`config.mk`:
```
export PLATFORM = sky130hd
export DESIGN_NAME = fir_mac_mc
export DESIGN_NICKNAME = d
export VERILOG_FILES = /design/src/rtl/fir_mac_mc.sv
export SDC_FILE = /design/constraint.sdc
export NUM_CORES = 1
export LEC_CHECK = 0
export CAP_MARGIN = 20
export CORE_ASPECT_RATIO = 1.75
export CORE_MARGIN = 2
export CORE_UTILIZATION = 57
export CTS_CLUSTER_SIZE = 12
export DETAILED_ROUTE_END_ITERATION = 8
export PLACE_DENSITY = 0.77
export SKIP_LAST_GASP = 1
export SLEW_MARGIN = 5
export SYNTH_ARGS = -nofsm -noshare
export SYNTH_HDL_FRONTEND = slang
export SYNTH_SLANG_ARGS = --single-unit
```
`constraint.sdc`:
```
create_clock -name clock -period 6.42 [get_ports clock]
set_input_delay 1.284 -clock clock [delete_from_list [all_inputs] [get_ports clock]]
set_output_delay 1.284 -clock clock [all_outputs]
set_load 0.05 [all_outputs]
```
`src/rtl/fir_mac_mc.sv`:
```
// Multi-channel sequential FIR: one shared MAC walks the taps one per cycle,
// then rounds, saturates and hands the result out on a valid/ready port.
module fir_mac_mc #(
    parameter int NUM_TAPS    = 8,
    parameter int NUM_CH      = 4,
    parameter int DATA_WIDTH  = 8,
    parameter int COEFF_WIDTH = 8,
    parameter int ACC_WIDTH   = DATA_WIDTH + COEFF_WIDTH + $clog2(NUM_TAPS),
    parameter int OUT_SHIFT   = 0,
    localparam int CHW        = (NUM_CH > 1) ? $clog2(NUM_CH) : 1,
    localparam int TAW        = $clog2(NUM_TAPS)
) (
    input  logic                          clock,
    input  logic                          reset,
    input  logic                          in_valid,
    output logic                          in_ready,
    input  logic [CHW-1:0]                in_ch,
    input  logic signed [DATA_WIDTH-1:0]  x_in,
    input  logic                          coef_we,
    input  logic [TAW-1:0]                coef_addr,
    input  logic signed [COEFF_WIDTH-1:0] coef_data,
    output logic                          coef_ready,
    input  logic                          flush,
    output logic                          out_valid,
    input  logic                          out_ready,
    output logic [CHW-1:0]                out_ch,
    output logic signed [DATA_WIDTH-1:0]  y_out,
    output logic                          sat,
    output logic                          ch_err
);

    typedef enum logic [2:0] {IDLE, SHIFT, LOOP_MAC, ROUND, DELIVER} state_t;

    localparam logic [TAW-1:0] LAST_TAP = TAW'(NUM_TAPS - 1);
    localparam int RND_POS = (OUT_SHIFT > 0) ? OUT_SHIFT - 1 : 0;
    localparam logic signed [ACC_WIDTH:0] RND =
        (OUT_SHIFT > 0) ? ((ACC_WIDTH+1)'(1) << RND_POS) : '0;
    localparam logic signed [ACC_WIDTH:0] MAX_Y = (ACC_WIDTH+1)'((2 ** (DATA_WIDTH - 1)) - 1);
    localparam logic signed [ACC_WIDTH:0] MIN_Y = ~MAX_Y;

    state_t state, state_next;

    logic signed [COEFF_WIDTH-1:0] coef [NUM_TAPS];
    logic signed [DATA_WIDTH-1:0]  line [NUM_CH][NUM_TAPS];
    logic signed [DATA_WIDTH-1:0]  x_lat;
    logic [CHW-1:0]                ch_lat;
    logic signed [ACC_WIDTH-1:0]   acc;
    logic [TAW-1:0]                cnt;

    logic                                     ch_ok;
    logic                                     bad_ch;
    logic signed [DATA_WIDTH+COEFF_WIDTH-1:0] prod;
    logic signed [ACC_WIDTH:0]                acc_rnd;
    logic signed [ACC_WIDTH:0]                r;
    logic signed [DATA_WIDTH-1:0]             y_next;
    logic                                     sat_next;

    assign in_ready   = (state == IDLE);
    assign coef_ready = (state == IDLE);
    assign ch_ok      = (int'(in_ch) < NUM_CH);
    assign bad_ch     = in_valid && !ch_ok;

    always_ff @(posedge clock) begin
        if (reset) state <= IDLE;
        else       state <= state_next;
    end

    always_comb begin
        state_next = state;
        case (state)
            IDLE:     if (in_valid && ch_ok) state_next = SHIFT;
            SHIFT:    state_next = LOOP_MAC;
            LOOP_MAC: if (cnt == LAST_TAP) state_next = ROUND;
            ROUND:    state_next = DELIVER;
            DELIVER:  if (out_ready) state_next = IDLE;
            default:  state_next = IDLE;
        endcase
    end

    // Round half toward +inf, then clip; one spare bit keeps the rounding add exact.
    always_comb begin
        prod     = coef[cnt] * line[ch_lat][cnt];
        acc_rnd  = (ACC_WIDTH+1)'(acc) + RND;
        r        = acc_rnd >>> OUT_SHIFT;
        sat_next = 1'b0;
        y_next   = r[DATA_WIDTH-1:0];
        if (r > MAX_Y) begin
            sat_next = 1'b1;
            y_next   = MAX_Y[DATA_WIDTH-1:0];
        end else if (r < MIN_Y) begin
            sat_next = 1'b1;
            y_next   = MIN_Y[DATA_WIDTH-1:0];
        end
    end

    always_ff @(posedge clock) begin
        if (reset) begin
            for (int k = 0; k < NUM_TAPS; k++) coef[k] <= '0;
            for (int c = 0; c < NUM_CH; c++)
                for (int k = 0; k < NUM_TAPS; k++) line[c][k] <= '0;
            x_lat     <= '0;
            ch_lat    <= '0;
            acc       <= '0;
            cnt       <= '0;
            out_valid <= 1'b0;
            y_out     <= '0;
            out_ch    <= '0;
            sat       <= 1'b0;
            ch_err    <= 1'b0;
        end else begin
            ch_err <= 1'b0;
            case (state)
                IDLE: begin
                    // A rejected channel index leaves every piece of state alone.
                    if (bad_ch) begin
                        ch_err <= 1'b1;
                    end else begin
                        if (coef_we) coef[coef_addr] <= coef_data;
                        if (flush)
                            for (int c = 0; c < NUM_CH; c++)
                                for (int k = 0; k < NUM_TAPS; k++) line[c][k] <= '0;
                        if (in_valid) begin
                            x_lat  <= x_in;
                            ch_lat <= in_ch;
                        end
                    end
                end
                SHIFT: begin
                    for (int k = NUM_TAPS - 1; k > 0; k--)
                        line[ch_lat][k] <= line[ch_lat][k-1];
                    line[ch_lat][0] <= x_lat;
                    acc <= '0;
                    cnt <= '0;
                end
                LOOP_MAC: begin
                    acc <= acc + ACC_WIDTH'(prod);
                    cnt <= cnt + TAW'(1);
                end
                ROUND: begin
                    y_out     <= y_next;
                    sat       <= sat_next;
                    out_ch    <= ch_lat;
                    out_valid <= 1'b1;
                end
                DELIVER: if (out_ready) out_valid <= 1'b0;
                default: ;
            endcase
        end
    end

endmodule

```
# After elaboration in Yosys (flattened, before gate mapping)
# Memory sizes are Yosys's and may differ from the RTL's. A register that Yosys moved wholly into a read port is not among the register bits.
# Cells that the tools add are included.
totals:
  register_bits: 47
  ramBits: 320
  input_bits: 27
  word_cells: 136
  memories: 2
classes:
  n_addsub: 2
  mul: 1
  n_lt_le_gt_ge: 3
  n_eq_ne: 8
  n_mux: 70
  n_bitwise: 33
  n_reduce_logical: 8
mem_list:
  columns: ["name", "words", "width", "read_ports", "rd_ports_with_merged_regs", "wr", "line", "source"]
  rows:
  - ["line", 4, 64, 1, 1, 4, "44", "logic signed [DATA_WIDTH-1:0] line [NUM_CH][NUM_TAPS];"]
  - ["coef", 8, 8, 1, 1, 8, "43", "logic signed [COEFF_WIDTH-1:0] coef [NUM_TAPS];"]
ops:
  columns: ["op", "count"]
  rows:
  - ["$mux 8", 38]
  - ["$mux 64", 1]
  - ["$reduce_or 64->1", 1]
  - ["$pmux 19 s2", 1]
  - ["$or 1x1->1", 32]
  - ["$bmux 8 s3", 1]
  - ["$add 19x16->19", 1]
  - ["$gt 19x8->1 const B", 1]
  - ["$lt 19x8->1 const B", 1]
  - ["$mux 3", 6]
  - ["$mux 1", 17]
  - ["$mul 8x8->16", 1]
  - ["$pmux 3 s5", 1]
  - ["$reduce_or 8->1", 1]
  - ["$eq 3x2->1 const B", 2]
  - ["$eq 3x3->1 const B", 2]
  - ["$mux 2", 3]
  - ["$ne 2x2->1 const B", 3]
  - ["$pmux 3 s2", 1]
  - ["$ge 4x4->1 const B", 1]
  - ["$not 3->4", 1]
  - ["$reduce_and 2->1", 2]
  - ["$reduce_bool 2->1", 2]
  - ["$add 3x1->3 const B", 1]
  - ["other kinds (4)", 4]

# Depth between registers and ports, before layout
# Gate-level depths: netlist (run 1).
depth:
  depth_word: 7
  mapped_depth: 25
  ltp_nobuf: 22

# Least setup slack after synthesis (run 1)
# OpenSTA, ideal clock, no wires.
synth_timing:
  kind: "reg-to-reg"
  start: "register with a tool-made name"
  end: "register acc[15]"
  setup_ps: 117
  arrival_time_ps: 5949
  required_time_ps: 6303
  setup_slack_ps: 354
  path_stages_with_launch: 22
  n_path_buf: 3
  synth_period_minus_slack_ps: 6066
  path_cell_list: "dfxtp_1 > buf_2 > buf_2 > clkbuf_1 > mux2_2 > o21a_1 > mux4_2 > inv_2 > nand2_1 > fa_1 > fa_1 > inv_1 > fa_1 > fa_1 > fa_1 > ha_1 > o21ai_0 > o21ai_0 > nand3_1 > a21oi_1 > o21ai_0 > a32o_1"
synth_rtl:
  columns: ["element", "line", "source"]
  rows:
  - ["end signal: assignment", "136", "acc <= acc + ACC_WIDTH'(prod);"]
  - ["end: declaration", "47", "logic signed [ACC_WIDTH-1:0] acc;"]

==> results of run 1 <==
stage by stage:
| step | total power [mW] | hold slack, ps |
|---|---|---|
| global placement | 4.88 | 447 |
| detailed placement | 4.95 | 448 |
| floorplan | 4.36 | 457 |
| finish | 7.16 | 456 |
| CTS | 6.95 | 459 |
| global route | 7.51 | 473 |
path summary, 6_finish.rpt:
| check | from | to | slack [ps] |
|---|---|---|---|
| hold reg to reg | y_out[6]$_SDFFE_PP0P_ | y_out[6]$_SDFFE_PP0P_ | 460 |
| setup / recovery | register | acc[18]$_SDFFE_PP0N_ | 60 |
| setup reg to reg | register | acc[18]$_SDFFE_PP0N_ | 60 |
| hold / removal | y_out[6]$_SDFFE_PP0P_ | y_out[6]$_SDFFE_PP0P_ | 460 |
layout by cell type, fill, tap and decap left out, types with 6 or more instances in the layout:
master | Yosys | final
edfxtp_1 | 320 | 320
and2_1 | 213 | 213
nor2_1 | 123 | 119
inv_1 | 95 | 93
fa_1 | 84 | 82
mux4_2 | 66 | 73
buf_4 | 2 | 73
nand2_1 | 69 | 65
and3_1 | 52 | 52
dfxtp_1 | 52 | 49
mux2i_1 | 41 | 41
clkbuf_16 | 0 | 40
clkdlybuf4s50_1 | 0 | 39
ha_1 | 46 | 38
a21oi_1 | 31 | 27
clkbuf_1 | 61 | 24
mux2_2 | 22 | 22
o21ai_0 | 21 | 15
xnor2_1 | 12 | 12
buf_12 | 3 | 12
nor2b_1 | 13 | 11
nand2b_1 | 14 | 11
a22oi_1 | 11 | 11
o21ai_1 | 7 | 9
or2_2 | 9 | 9
nand4_1 | 7 | 7
xor2_1 | 6 | 6
a22o_1 | 6 | 6
ha_4 | 0 | 6
flip-flops by register name, summed over array words and instances (netlist names), named ones only:
signal	cells
coef	64
ch_lat	2
sat	1
out_valid	1
out_ch	2
line	256
y_out	8
x_lat	8
state	3
acc	19
cnt	3
power by group through the flow:
stage | sequential (mW) | combinational (mW) | clock, mW
final | 2.90 | 2.26 | 2.00
after global routing | 2.92 | 2.49 | 2.11
after CTS | 2.90 | 2.04 | 2.02
after detailed placement | 2.95 | 2.00 | 0
after global placement | 2.94 | 1.95 | 0
after floorplan | 2.92 | 1.43 | 0
repair_timing:
item / in CTS / in global routing
setup buffers: 1 / 23
setup endpoints to repair: 6 / 9
cloned: 0 / 2
endpoints found under the hold margin: 0 / 0
pin swaps: 1 / 16
gates resized for setup: 11 / 40
per-layer routing:
layer  wire, um  vias up
met5          0        -
met1      15000     6033
met4       1920        0
met3       1950      114
li1           -     5363
met2      25100      375
kinds of logic (layout without fill, tap and decap cells):
logic type	count (synthesis)	after routing	share of synthesized area, %
fa+ha+maj	130	130	11.4
simple gates	525	525	14.2
compound gates	101	101	3.16
flops	372	372	53.8
other cells	1	1	0.0189
mux	145	145	12.7
xor+xnor	18	18	0.796
buf+inv	178	298	3.96
area by class of cell:
cell class	count	area, um^2	area share, %
Sequential cell	372	10700	47.3
Multi-Input combinational cell	920	8540	37.9
Timing Repair Buffer	132	1290	5.73
Clock buffer	63	1050	4.66
Tap cell	460	576	2.56
Inverter	99	375	1.67
Clock inverter	4	31.3	0.139
tightest hold or removal path: stages (launching register included):
cell     delay, ps
dfxtp_1        310
nand2_1         50
a21oi_1         50
==> impl_metrics.env, run 1 <==
export IMPL_min_path_cells=2
export IMPL_antenna_found_initial=0
export IMPL_netlist_top_cell_by_area="edfxtp_1"
export IMPL_place_area_um2=21000
export IMPL_yosysWarnings=0
export IMPL_sw_frac_of_total_pct=31.0
export IMPL_setup_ws_ps=64.4
export IMPL_antenna_left=0
export IMPL_grt_use_met1_pct=27.8
export IMPL_die_width_um=145
export IMPL_period_needed_ps=6360
export IMPL_cpLargestDelayFamily="adder cells"
export IMPL_p_clk_share_pct=27.9
export IMPL_p_int_mw=4.94
export IMPL_power_density_nw_per_um2=318
export IMPL_synthArstFlopShare_pct=0
export IMPL_drc=0
export IMPL_dp_cells=1957
export IMPL_syn_area_um2=19800
export IMPL_clock_sinks=372
export IMPL_clock_fmax_mhz=157
export IMPL_clk_latency_ps=540
export IMPL_synthCells=1470
export IMPL_final_nets=1719
export IMPL_fin_util_pct=65.6
export IMPL_status="complete, no violations"
export IMPL_overflow=0
export IMPL_yosysTopAreaCellShare_pct=48.5
export IMPL_instances_no_fill=2050
export IMPL_r2r_cells=19
export IMPL_critPathCaptureType="register"
export IMPL_ys_ff_latch=372
export IMPL_crit_top_cell="fa_1"
export IMPL_drive_gt1_share_pct=18.1
export IMPL_vdd_ir_drop_max_mv=0.239
export IMPL_yosys_top_cells_area="edfxtp_1, fa_1, mux4_2"
export IMPL_via_per_inst=5.80
export IMPL_crit_buf_inv=3
export IMPL_globalplace_congestion=0.868
export IMPL_clock_skew_ps=25.3
export IMPL_tightest_slew_ps=1070
export IMPL_leakage_nw=8.95
export IMPL_cts_tree="yes"
export IMPL_hold_class="reg2reg"
export IMPL_cts_hold_fix_buffers=0
export IMPL_cp_slowest_cell="mux4_2"
export IMPL_hpwlAfterDp_mm=28.8
export IMPL_n_antenna_cell=0
export IMPL_num_rows=90
export IMPL_slew_viol_final=0
export IMPL_initial_core_util_pct=57.6
export IMPL_die_area_um2=36300
export IMPL_syn_nets=1627
export IMPL_setup_tns_final_ps=0
export IMPL_wire_per_inst_um=21.4
export IMPL_first_pass_iters=4
export IMPL_clk_pin_slew_ps=60
export IMPL_worst_path_stages=19
export IMPL_track_usage_pct=25.1
export IMPL_cts_made_buffers=37
export IMPL_start_kind="register"
export IMPL_fin_area_um2=22500
export IMPL_max_stage_delay_ps=560
export IMPL_combPwrFrac_pct=31.6
export IMPL_first_iter_violations=742
export IMPL_port_buffer_count=40
export IMPL_avgSynthCellArea_um2=13.5
export IMPL_synthTopCellsByCount="edfxtp_1, and2_1, nor2_1, inv_1, fa_1"
export IMPL_ys_flop_type="edfxtp_1"
export IMPL_htree_levels=2
export IMPL_synth_edf_count=320
export IMPL_root_buffer="clkbuf_16"
export IMPL_grt_pass1_vias=13000
export IMPL_use_met2_pct=47.5
export IMPL_finalSetupViolCount=0
export IMPL_seq_area_frac_synth_pct=53.8
export IMPL_drv_cap=0
export IMPL_cts_buffer_depth=3
export IMPL_cp_arrival_ps=6770
export IMPL_worstPathCellList="buf_12 -> clkbuf_16 -> mux4_2 -> mux4_2 -> mux2i_4 -> nand2b_4 -> fa_1 -> fa_1 -> inv_1 -> fa_1 -> fa_1 -> fa_1 -> ha_4 -> o21ai_2 -> o211ai_1 -> nand2_1 -> a211oi_2 -> xnor2_1 -> a22o_1"
export IMPL_path_max_fanout=6
export IMPL_ys_types=55
export IMPL_route_vias_total=11900
export IMPL_switchingPower_mw=2.22
export IMPL_post_place_ws_ps=-159
export IMPL_grtUsageMet3_pct=2.68
export IMPL_yosysMostFrequentCell="edfxtp_1"
export IMPL_hold_viol_final=0
export IMPL_worstPathRequired_ps=6840
export IMPL_ioPinCount=42
export IMPL_wl_mm=43.9
export IMPL_finalCritPeriodShare_pct=99.0
export IMPL_die_y_um=251
export IMPL_p_seq_share_pct=40.5
export IMPL_path_class="reg2reg"
export IMPL_busiest_layer="met2"
export IMPL_fillers=2482
export IMPL_core_um2=34300
export IMPL_grt_pass1_wl_mm=69.3
export IMPL_maxSlewHeadroom_pct=28.9
export IMPL_grt_max_degree=65
export IMPL_area_delta_synth_final_pct=13.7
Power figures use the tool's default switching activity.
==> run 2: changes to the inputs <==
clock period = 5.6 ns   (was 6.42 ns; I/O delays follow)
==> run 2 against run 1 <==
  * The flow now finishes with violations (negative setup slack)
  * Largest power group unchanged
  * Via count is 3.5% higher
  * Highest routed layer unchanged
  * Largest cell class unchanged
  * Non-clock buffer count grew 86
  * Final area is 4.4% higher
==> impl_metrics.env, run 2 (synthesis results as in run 1) <==
export IMPL_crit_buf_inv=6
export IMPL_largest_reg_flops=256
export IMPL_top_register="line"
export IMPL_cts_made_buffers=38
export IMPL_cts_hold_fix_buffers=0
export IMPL_clk_pin_slew_ps=60
export IMPL_grt_max_degree=52
export IMPL_core_um2=34300
export IMPL_tightest_slew_ps=897
export IMPL_antenna_found_initial=0
export IMPL_cpLargestDelayFamily="adder cells"
export IMPL_slew_viol_final=0
export IMPL_worstPathCellList="buf_6 -> buf_12 -> mux4_2 -> mux2_4 -> mux4_2 -> buf_6 -> buf_6 -> nand2b_1 -> fa_1 -> inv_1 -> fa_1 -> ha_1 -> fa_1 -> ha_4 -> ha_1 -> a211oi_1 -> buf_4 -> o21ai_2 -> nand3_2 -> a21oi_1 -> or3_1 -> a32o_1"
export IMPL_area_delta_synth_final_pct=18.8
export IMPL_start_kind="register"
export IMPL_drc=0
export IMPL_clk_latency_ps=540
export IMPL_clock_sinks=372
export IMPL_grt_pass1_vias=13600
export IMPL_fillers=2296
export IMPL_worstPathRequired_ps=6030
export IMPL_n_antenna_cell=0
export IMPL_drv_cap=0
export IMPL_hold_viol_final=0
export IMPL_path_max_fanout=7
export IMPL_die_width_um=145
export IMPL_setup_ws_ps=-539
export IMPL_path_class="reg2reg"
export IMPL_cp_arrival_ps=6570
export IMPL_via_per_inst=5.78
export IMPL_post_place_ws_ps=-548
export IMPL_mostFrequentLayoutCells="edfxtp_1, and2_1, buf_4"
export IMPL_fin_area_um2=23500
export IMPL_fin_util_pct=68.5
export IMPL_violations="negative setup slack"
export IMPL_finalSetupViolCount=12
export IMPL_largestRegisters="line x256, coef x64, acc x19"
export IMPL_num_rows=90
export IMPL_final_common_cell="edfxtp_1"
export IMPL_root_buffer="clkbuf_16"
export IMPL_hold_class="reg2reg"
export IMPL_total_power_mw=8.82
export IMPL_antenna_left=0
export IMPL_die_area_um2=36300
export IMPL_globalplace_congestion=0.956
export IMPL_max_stage_delay_ps=610
export IMPL_first_iter_violations=640
export IMPL_finalCritPeriodShare_pct=110
export IMPL_status="complete, but fails checks"
export IMPL_final_nets=1806
export IMPL_maxSlewHeadroom_pct=40.2
export IMPL_grt_pass1_wl_mm=73.7
export IMPL_instances_no_fill=2129
export IMPL_initial_core_util_pct=57.6
export IMPL_route_vias_total=12300
export IMPL_dp_cells=2045
export IMPL_rsz0062_at_grt="true"
export IMPL_port_buffer_count=40
export IMPL_die_y_um=251
export IMPL_htree_levels=2
export IMPL_cp_slowest_cell="fa_1"
export IMPL_place_area_um2=22000
export IMPL_clock_skew_ps=14.5
export IMPL_ioPinCount=42
export IMPL_clock_fmax_mhz=163
export IMPL_wire_per_inst_um=21.9
export IMPL_first_pass_iters=7
export IMPL_critPathCaptureType="register"
export IMPL_hpwlAfterDp_mm=31.6
export IMPL_leakage_nw=9.42
export IMPL_power_density_nw_per_um2=375
export IMPL_cts_tree="yes"
export IMPL_track_usage_pct=27.0
export IMPL_drive_gt1_share_pct=24.2
export IMPL_vdd_ir_drop_max_mv=0.473
export IMPL_cts_buffer_depth=3
export IMPL_period_needed_ps=6140
export IMPL_overflow=0
export IMPL_wl_mm=46.7
## run 2: stage by stage
step | hold slack, ps | setup TNS (ps)
after detailed placement | 451 | -5290
after CTS | 462 | -4590
after global placement | 444 | -4550
final | 456 | -5200
after floorplan | 457 | -1600
after global routing | 480 | -7540
## run 2: power breakdown
group	leakage, nW	internal (mW)	switching (mW)
Combinational	5.01	1.57	1.59
Clock	0.528	1.29	1.04
Sequential	3.87	3.22	0.105
Total	9.42	6.08	2.74
## run 2: worst min-delay path, cell delays in order (launching register included)
cell and delay (ps):
dfxtp_1 310, nand2_1 50, a21oi_1 50
## run 2: layout make-up
| cell class | count | area (um^2) | area share, % |
|---|---|---|---|
| Timing Repair Buffer | 218 | 2050 | 8.71 |
| Clock buffer | 55 | 1040 | 4.41 |
| Tap cell | 460 | 576 | 2.45 |
| Clock inverter | 5 | 53.8 | 0.229 |
| Multi-Input combinational cell | 920 | 8770 | 37.3 |
| Inverter | 99 | 375 | 1.60 |
| Sequential cell | 372 | 10700 | 45.3 |
## run 2: worst paths after layout
| kind | slack [ps] | to | startpoint | depth (start not counted) |
|---|---|---|---|---|
| max | -540 | acc[15]$_SDFFE_PP0N_ | register | 22 |
| min | 460 | y_out[6]$_SDFFE_PP0P_ | y_out[6]$_SDFFE_PP0P_ | 2 |
| max reg2reg | -540 | acc[15]$_SDFFE_PP0N_ | register | 22 |
| min reg2reg | 460 | y_out[6]$_SDFFE_PP0P_ | y_out[6]$_SDFFE_PP0P_ | 2 |
## run 2: layer usage
metal  up-vias  share of wire, %  track usage (%)
li1       5538                 -                -
met1      6232                34             28.8
met2       372                56             50.8
met3       159               4.4             3.63
met4         0               5.7             13.2
met5         -                 0                0
## run 2: what timing repair did
| action | 4_1_cts | 5_1_grt |
|---|---|---|
| endpoints found under the setup margin | 13 | 14 |
| setup buffers | 4 | 19 |
| pin swaps | 4 | 22 |
| hold endpoints to repair | 0 | 0 |
| cloned | 1 | 2 |
| gates resized for setup | 18 | 39 |
==> run 3: changes to the inputs <==
SLEW_MARGIN = 40   (was 5)
==> run 3 against run 2 <==
  * The flow still finishes with violations (negative setup slack)
  * Non-clock buffer count rose by 1
  * First-iteration DRC count rose by 13%
  * Final cell count barely moved
  * Critical endpoint is now acc[18]$_SDFFE_PP0N_
==> impl_metrics.env, run 3 (synthesis results as in run 1) <==
export IMPL_largest_reg_flops=256
export IMPL_place_area_um2=22000
export IMPL_maxSlewHeadroom_pct=45.3
export IMPL_r2r_cells=20
export IMPL_final_nets=1807
export IMPL_power_density_nw_per_um2=375
export IMPL_hold_path_startpoint="y_out[6]$_SDFFE_PP0P_"
export IMPL_hpwlAfterDp_mm=31.6
export IMPL_first_pass_iters=5
export IMPL_holdPathEnd="y_out[6]$_SDFFE_PP0P_"
export IMPL_setup_ws_ps=-540
export IMPL_fin_area_um2=23500
export IMPL_final_common_cell="edfxtp_1"
export IMPL_clk_latency_ps=540
export IMPL_fillers=2288
export IMPL_hold_viol_final=0
export IMPL_total_power_mw=8.82
export IMPL_finalSetupViolCount=12
export IMPL_n_antenna_cell=0
export IMPL_mostFrequentLayoutCells="edfxtp_1, and2_1, buf_4"
export IMPL_clock_sinks=372
export IMPL_cts_made_buffers=38
export IMPL_largestRegisters="line x256, coef x64, acc x19"
export IMPL_period_needed_ps=6140
export IMPL_path_class="reg2reg"
export IMPL_via_per_inst=5.80
export IMPL_fin_util_pct=68.5
export IMPL_initial_core_util_pct=57.6
export IMPL_cts_buffer_depth=3
export IMPL_core_um2=34300
export IMPL_tightest_slew_ps=820
export IMPL_finalCritPeriodShare_pct=110
export IMPL_grt_pass1_vias=13600
export IMPL_clock_skew_ps=15.0
export IMPL_cts_hold_fix_buffers=0
export IMPL_track_usage_pct=27.0
export IMPL_rsz0062_at_grt="true"
export IMPL_top_register="line"
export IMPL_critPathCaptureType="register"
export IMPL_htree_levels=2
export IMPL_ioPinCount=42
export IMPL_drc=0
export IMPL_leakage_nw=9.42
export IMPL_antenna_found_initial=0
export IMPL_first_iter_violations=726
export IMPL_num_rows=90
export IMPL_cts_tree="yes"
export IMPL_status="complete, but fails checks"
export IMPL_wl_mm=46.6
export IMPL_antenna_left=0
export IMPL_min_path_cells=2
export IMPL_drive_gt1_share_pct=24.3
export IMPL_start_kind="register"
export IMPL_die_y_um=251
export IMPL_cp_arrival_ps=6580
export IMPL_area_delta_synth_final_pct=18.9
export IMPL_clock_fmax_mhz=163
export IMPL_die_width_um=145
export IMPL_grt_pass1_wl_mm=73.7
export IMPL_drv_cap=0
export IMPL_violations="negative setup slack"
export IMPL_hold_class="reg2reg"
export IMPL_r2r_end="acc[18]$_SDFFE_PP0N_"
export IMPL_r2r_slack_ps=-540
export IMPL_vdd_ir_drop_max_mv=0.478
export IMPL_root_buffer="clkbuf_16"
export IMPL_port_buffer_count=40
export IMPL_route_vias_total=12400
export IMPL_grt_max_degree=52
export IMPL_globalplace_congestion=0.956
export IMPL_overflow=0
export IMPL_slew_viol_final=0
export IMPL_wire_per_inst_um=21.9
export IMPL_path_max_fanout=7
export IMPL_worstPathRequired_ps=6040
export IMPL_die_area_um2=36300
export IMPL_clk_pin_slew_ps=60
[run 3: stage by stage]
stage          TNS, ps  instances  setup WS [ps]  hold WS (ps)
2_1_floorplan    -1600       1470           -335           457
4_1_cts          -4590       2110           -479           462
5_1_grt          -7520       2130           -759           480
3_5_place_dp     -5290       2045           -548           451
3_3_place_gp     -4550       2045           -494           444
6_report         -5210       2130           -540           457
[run 3: repair_timing]
item,in CTS,in global routing
setup endpoints to repair,13,14
buffers inserted,4,19
gates cloned,1,2
resized for setup,18,39
pin swaps,4,22
[run 3: layout make-up]
class                      instances  area, um^2  area share [%]
timing repair buffer             219        2060            8.77
sequential                       372       10700            45.3
clock buffer                      55        1040            4.40
multi-input combinational        920        8770            37.3
clock inverter                     5        53.8           0.229
inverter                          99         375            1.59
tap                              460         576            2.45
[run 3: power breakdown]
part	switching [mW]	internal, mW
sequential	0.105	3.22
combinational	1.59	1.57
clock	1.04	1.29
total	2.74	6.08
[run 3: worst max-delay path, stage by stage, from the launching register on]
cell and delay [ps]:
dfxtp_4 410, buf_6 120, buf_12 130, clkbuf_16 160, mux4_2 530, mux4_2 520
mux2i_4 190, nand2b_1 150, fa_2 480, fa_1 550, inv_1 50, fa_1 470
fa_1 560, fa_1 470, ha_4 330, o21ai_4 70, o211ai_1 220, nand2_1 120
a211oi_2 250, xnor2_1 100, a22o_1 170
[run 3: worst max path at each step]
stage                     cells after the start              endpoint  slack (ps)
after floorplan                              21  acc[15]$_SDFFE_PP0N_        -330
after global placement                       20  acc[18]$_SDFFE_PP0N_        -490
after detailed placement                     20  acc[18]$_SDFFE_PP0N_        -550
after CTS                                    20  acc[17]$_SDFFE_PP0N_        -480
after global routing                         19  acc[16]$_SDFFE_PP0N_        -760
final                                        20  acc[18]$_SDFFE_PP0N_        -540
[run 3: layer usage]
| metal | up-vias | part of all wire (%) | GRT usage (%) |
|---|---|---|---|
| li1 | 5546 | - | - |
| met1 | 6261 | 34 | 28.8 |
| met2 | 394 | 56 | 50.8 |
| met3 | 160 | 4.5 | 3.63 |
| met4 | 0 | 5.7 | 13.2 |
| met5 | - | 0 | 0 |
==> RTL change (config.mk and constraints of run 2) <==
The parameter `COEFF_WIDTH` goes from 8 to 12.
--- a/src/rtl/fir_mac_mc.sv
+++ b/src/rtl/fir_mac_mc.sv
@@ -4,7 +4,7 @@
     parameter int NUM_TAPS    = 8,
     parameter int NUM_CH      = 4,
     parameter int DATA_WIDTH  = 8,
-    parameter int COEFF_WIDTH = 8,
+    parameter int COEFF_WIDTH = 12,
     parameter int ACC_WIDTH   = DATA_WIDTH + COEFF_WIDTH + $clog2(NUM_TAPS),
     parameter int OUT_SHIFT   = 0,
     localparam int CHW        = (NUM_CH > 1) ? $clog2(NUM_CH) : 1,
Interface: changed (resized coef_data); port bits go from 42 to 46. The function was not compared with the original's and may differ.
==> RTL change against run 2 <==
The run still ends with setup timing left; sequential cell count is 36 higher; via count is 16% higher; wire length is 16% higher; final area is 14% higher; global-route usage is 0.050 points higher; non-clock buffer count is 36 higher; power is 18% higher; count of clock-buffer cells in the layout is 14 higher; area after synthesis is 12% higher; core utilization is 0.94 points higher; fmax is 3.9% lower; cell count is 12% higher; worst setup slack worse by 0.25 ns; largest cell class unchanged; highest routed layer unchanged.
==> RTL change: results (changes against run 2) <==
synthesis:
  synth_adder_area_share_pct: 13.1  # was 11.4%
  ys_seq_area_share_pct: 52.5  # was 53.8%
  synth_xor_area_share_pct: 0.905  # was 0.796%
  synthTopCellsByCount: "edfxtp_1, and2_1, nor2_1"  # unchanged
  synthCells: 1665  # was 1,470
  synth_cell_types: 59  # was 55
  synth_compound_area_share_pct: 3.18  # was 3.16%
  synth_area_leaders: "edfxtp_1, fa_1, mux4_2, and2_1, dfxtp_1"  # unchanged
global_routing:
  track_usage_pct: 27.0  # about the same
  met1_usage_pct: 29.1  # was 28.8%
  grt_pass1_vias: 15600  # was 13,600
  grt_max_degree: 65  # was 52
  grtUsageMet2_pct: 50.0  # was 50.8%
  grtUsageMet3_pct: 3.13  # was 3.63%
hold_path:
  min_from: "y_out[0]"  # was y_out[6]
  min_to: "y_out[0]"  # was y_out[6]
route:
  drtIter0Drc: 955  # was 640
  wl_met2_um: 29300  # was 26,200 um
  met3_wirelength_um: 2770  # was 2060 um
  viasPerCell: 5.95  # was 5.78
  met1_length_um: 18100  # was 15,800 um
timing:
  setup_violations: 16  # was 12
  setup_ws_ns: -0.788  # was -0.539 ns
  worstMarginPinSlew_ns: 1.07  # was 0.897 ns
  fin_skew_ns: 0.0319  # was 0.0145 ns
  setup_tns_ns: -9.73  # was -5.20 ns
finish:
  drive_gt1_share_pct: 25.0  # was 24.2%
  reg.largest.list: "line (256), coef (96), acc (23)"  # was line (256), coef (64), acc (19)
  nNetsFinal: 2065  # was 1,806
placement:
  globalplace.congestion: 0.922  # was 0.956
  place_ws_ns: -0.796  # was -0.548 ns
  postPlaceCellArea_um2: 24400  # was 22,000 um^2
  dpl.hpwl_um: 35100  # was 31,600 um
power_and_ir_drop:
  pwr-share-clk_pct: 25.1  # was 26.4%
  cellLeakagePower_nw: 10.8  # was 9.42 nW
  peakVddDrop_mv: 0.325  # was 0.473 mV
  p_int_w: 0.00702  # was 0.00608 W
  power.switching_w: 0.00342  # was 0.00274 W
worst_setup_path:
  cp_max_fo: 5  # was 7
  rr_worst_depth: 23  # was 22
  cp.arrival_ns: 6.82  # was 6.57 ns
  worstReg2RegEnd: "acc[22]"  # was acc[15]
cts:
  cts-buffers-inserted: 41  # was 38
run_status:
  outcome: "finished with violations"  # unchanged
  failed_checks: "setup timing"  # unchanged
[RTL change: how the worst max path moves through the flow]
| stage | from | to | slack [ns] | cells past startpoint |
|---|---|---|---|---|
| after floorplan | flip-flop | acc[20] | -0.36 | 23 |
| after global placement | flip-flop | acc[22] | -0.61 | 23 |
| after detailed placement | flip-flop | acc[19] | -0.80 | 22 |
| after CTS | flip-flop | acc[20] | -0.71 | 22 |
| after global routing | flip-flop | acc[22] | -1.01 | 25 |
| final | flip-flop | acc[22] | -0.79 | 23 |
[RTL change: repair_timing]
action / 4_1_cts / 5_1_grt
pin swaps: 39 / 42
resized for setup: 53 / 61
endpoints found under the setup margin: 16 / 18
gates cloned: 3 / 2
setup buffers: 33 / 15
[RTL change: critical path, stage by stage, from the launching register on]
cell and delay [ns]:
dfxtp_4 0.39, buf_12 0.13, buf_12 0.12, buf_16 0.12
mux4_2 0.55, mux4_2 0.48, mux2i_1 0.17, buf_4 0.19
nor2_4 0.04, fa_1 0.53, inv_1 0.05, fa_1 0.50
inv_2 0.04, fa_1 0.49, fa_1 0.55, fa_1 0.46
ha_4 0.30, o21a_1 0.16, o31ai_4 0.09, a211o_1 0.35
a22oi_2 0.20, xnor2_2 0.12, a21oi_2 0.15, o22ai_1 0.08
[RTL change: area by class of cell]
type	instances	area, um^2
fillers	2540	11800
flip-flops and latches	408	11700
multi-input cells	1036	10200
repair buffers	254	2460
clock buffers	69	1150
well taps	485	607
inverters	127	479
clock inverters	7	90.1
[RTL change: cell families (layout without fill, tap and decap cells)]
family / after synthesis / after routing
buffers and inverters: 221 / 457
AND/OR/NAND/NOR: 597 / 597
adder cells (fa/ha/maj): 166 / 166
XOR/XNOR: 23 / 23
flip-flops: 408 / 408
AO/OA/AOI/OAI: 114 / 114
other: 1 / 1
multiplexers: 135 / 135
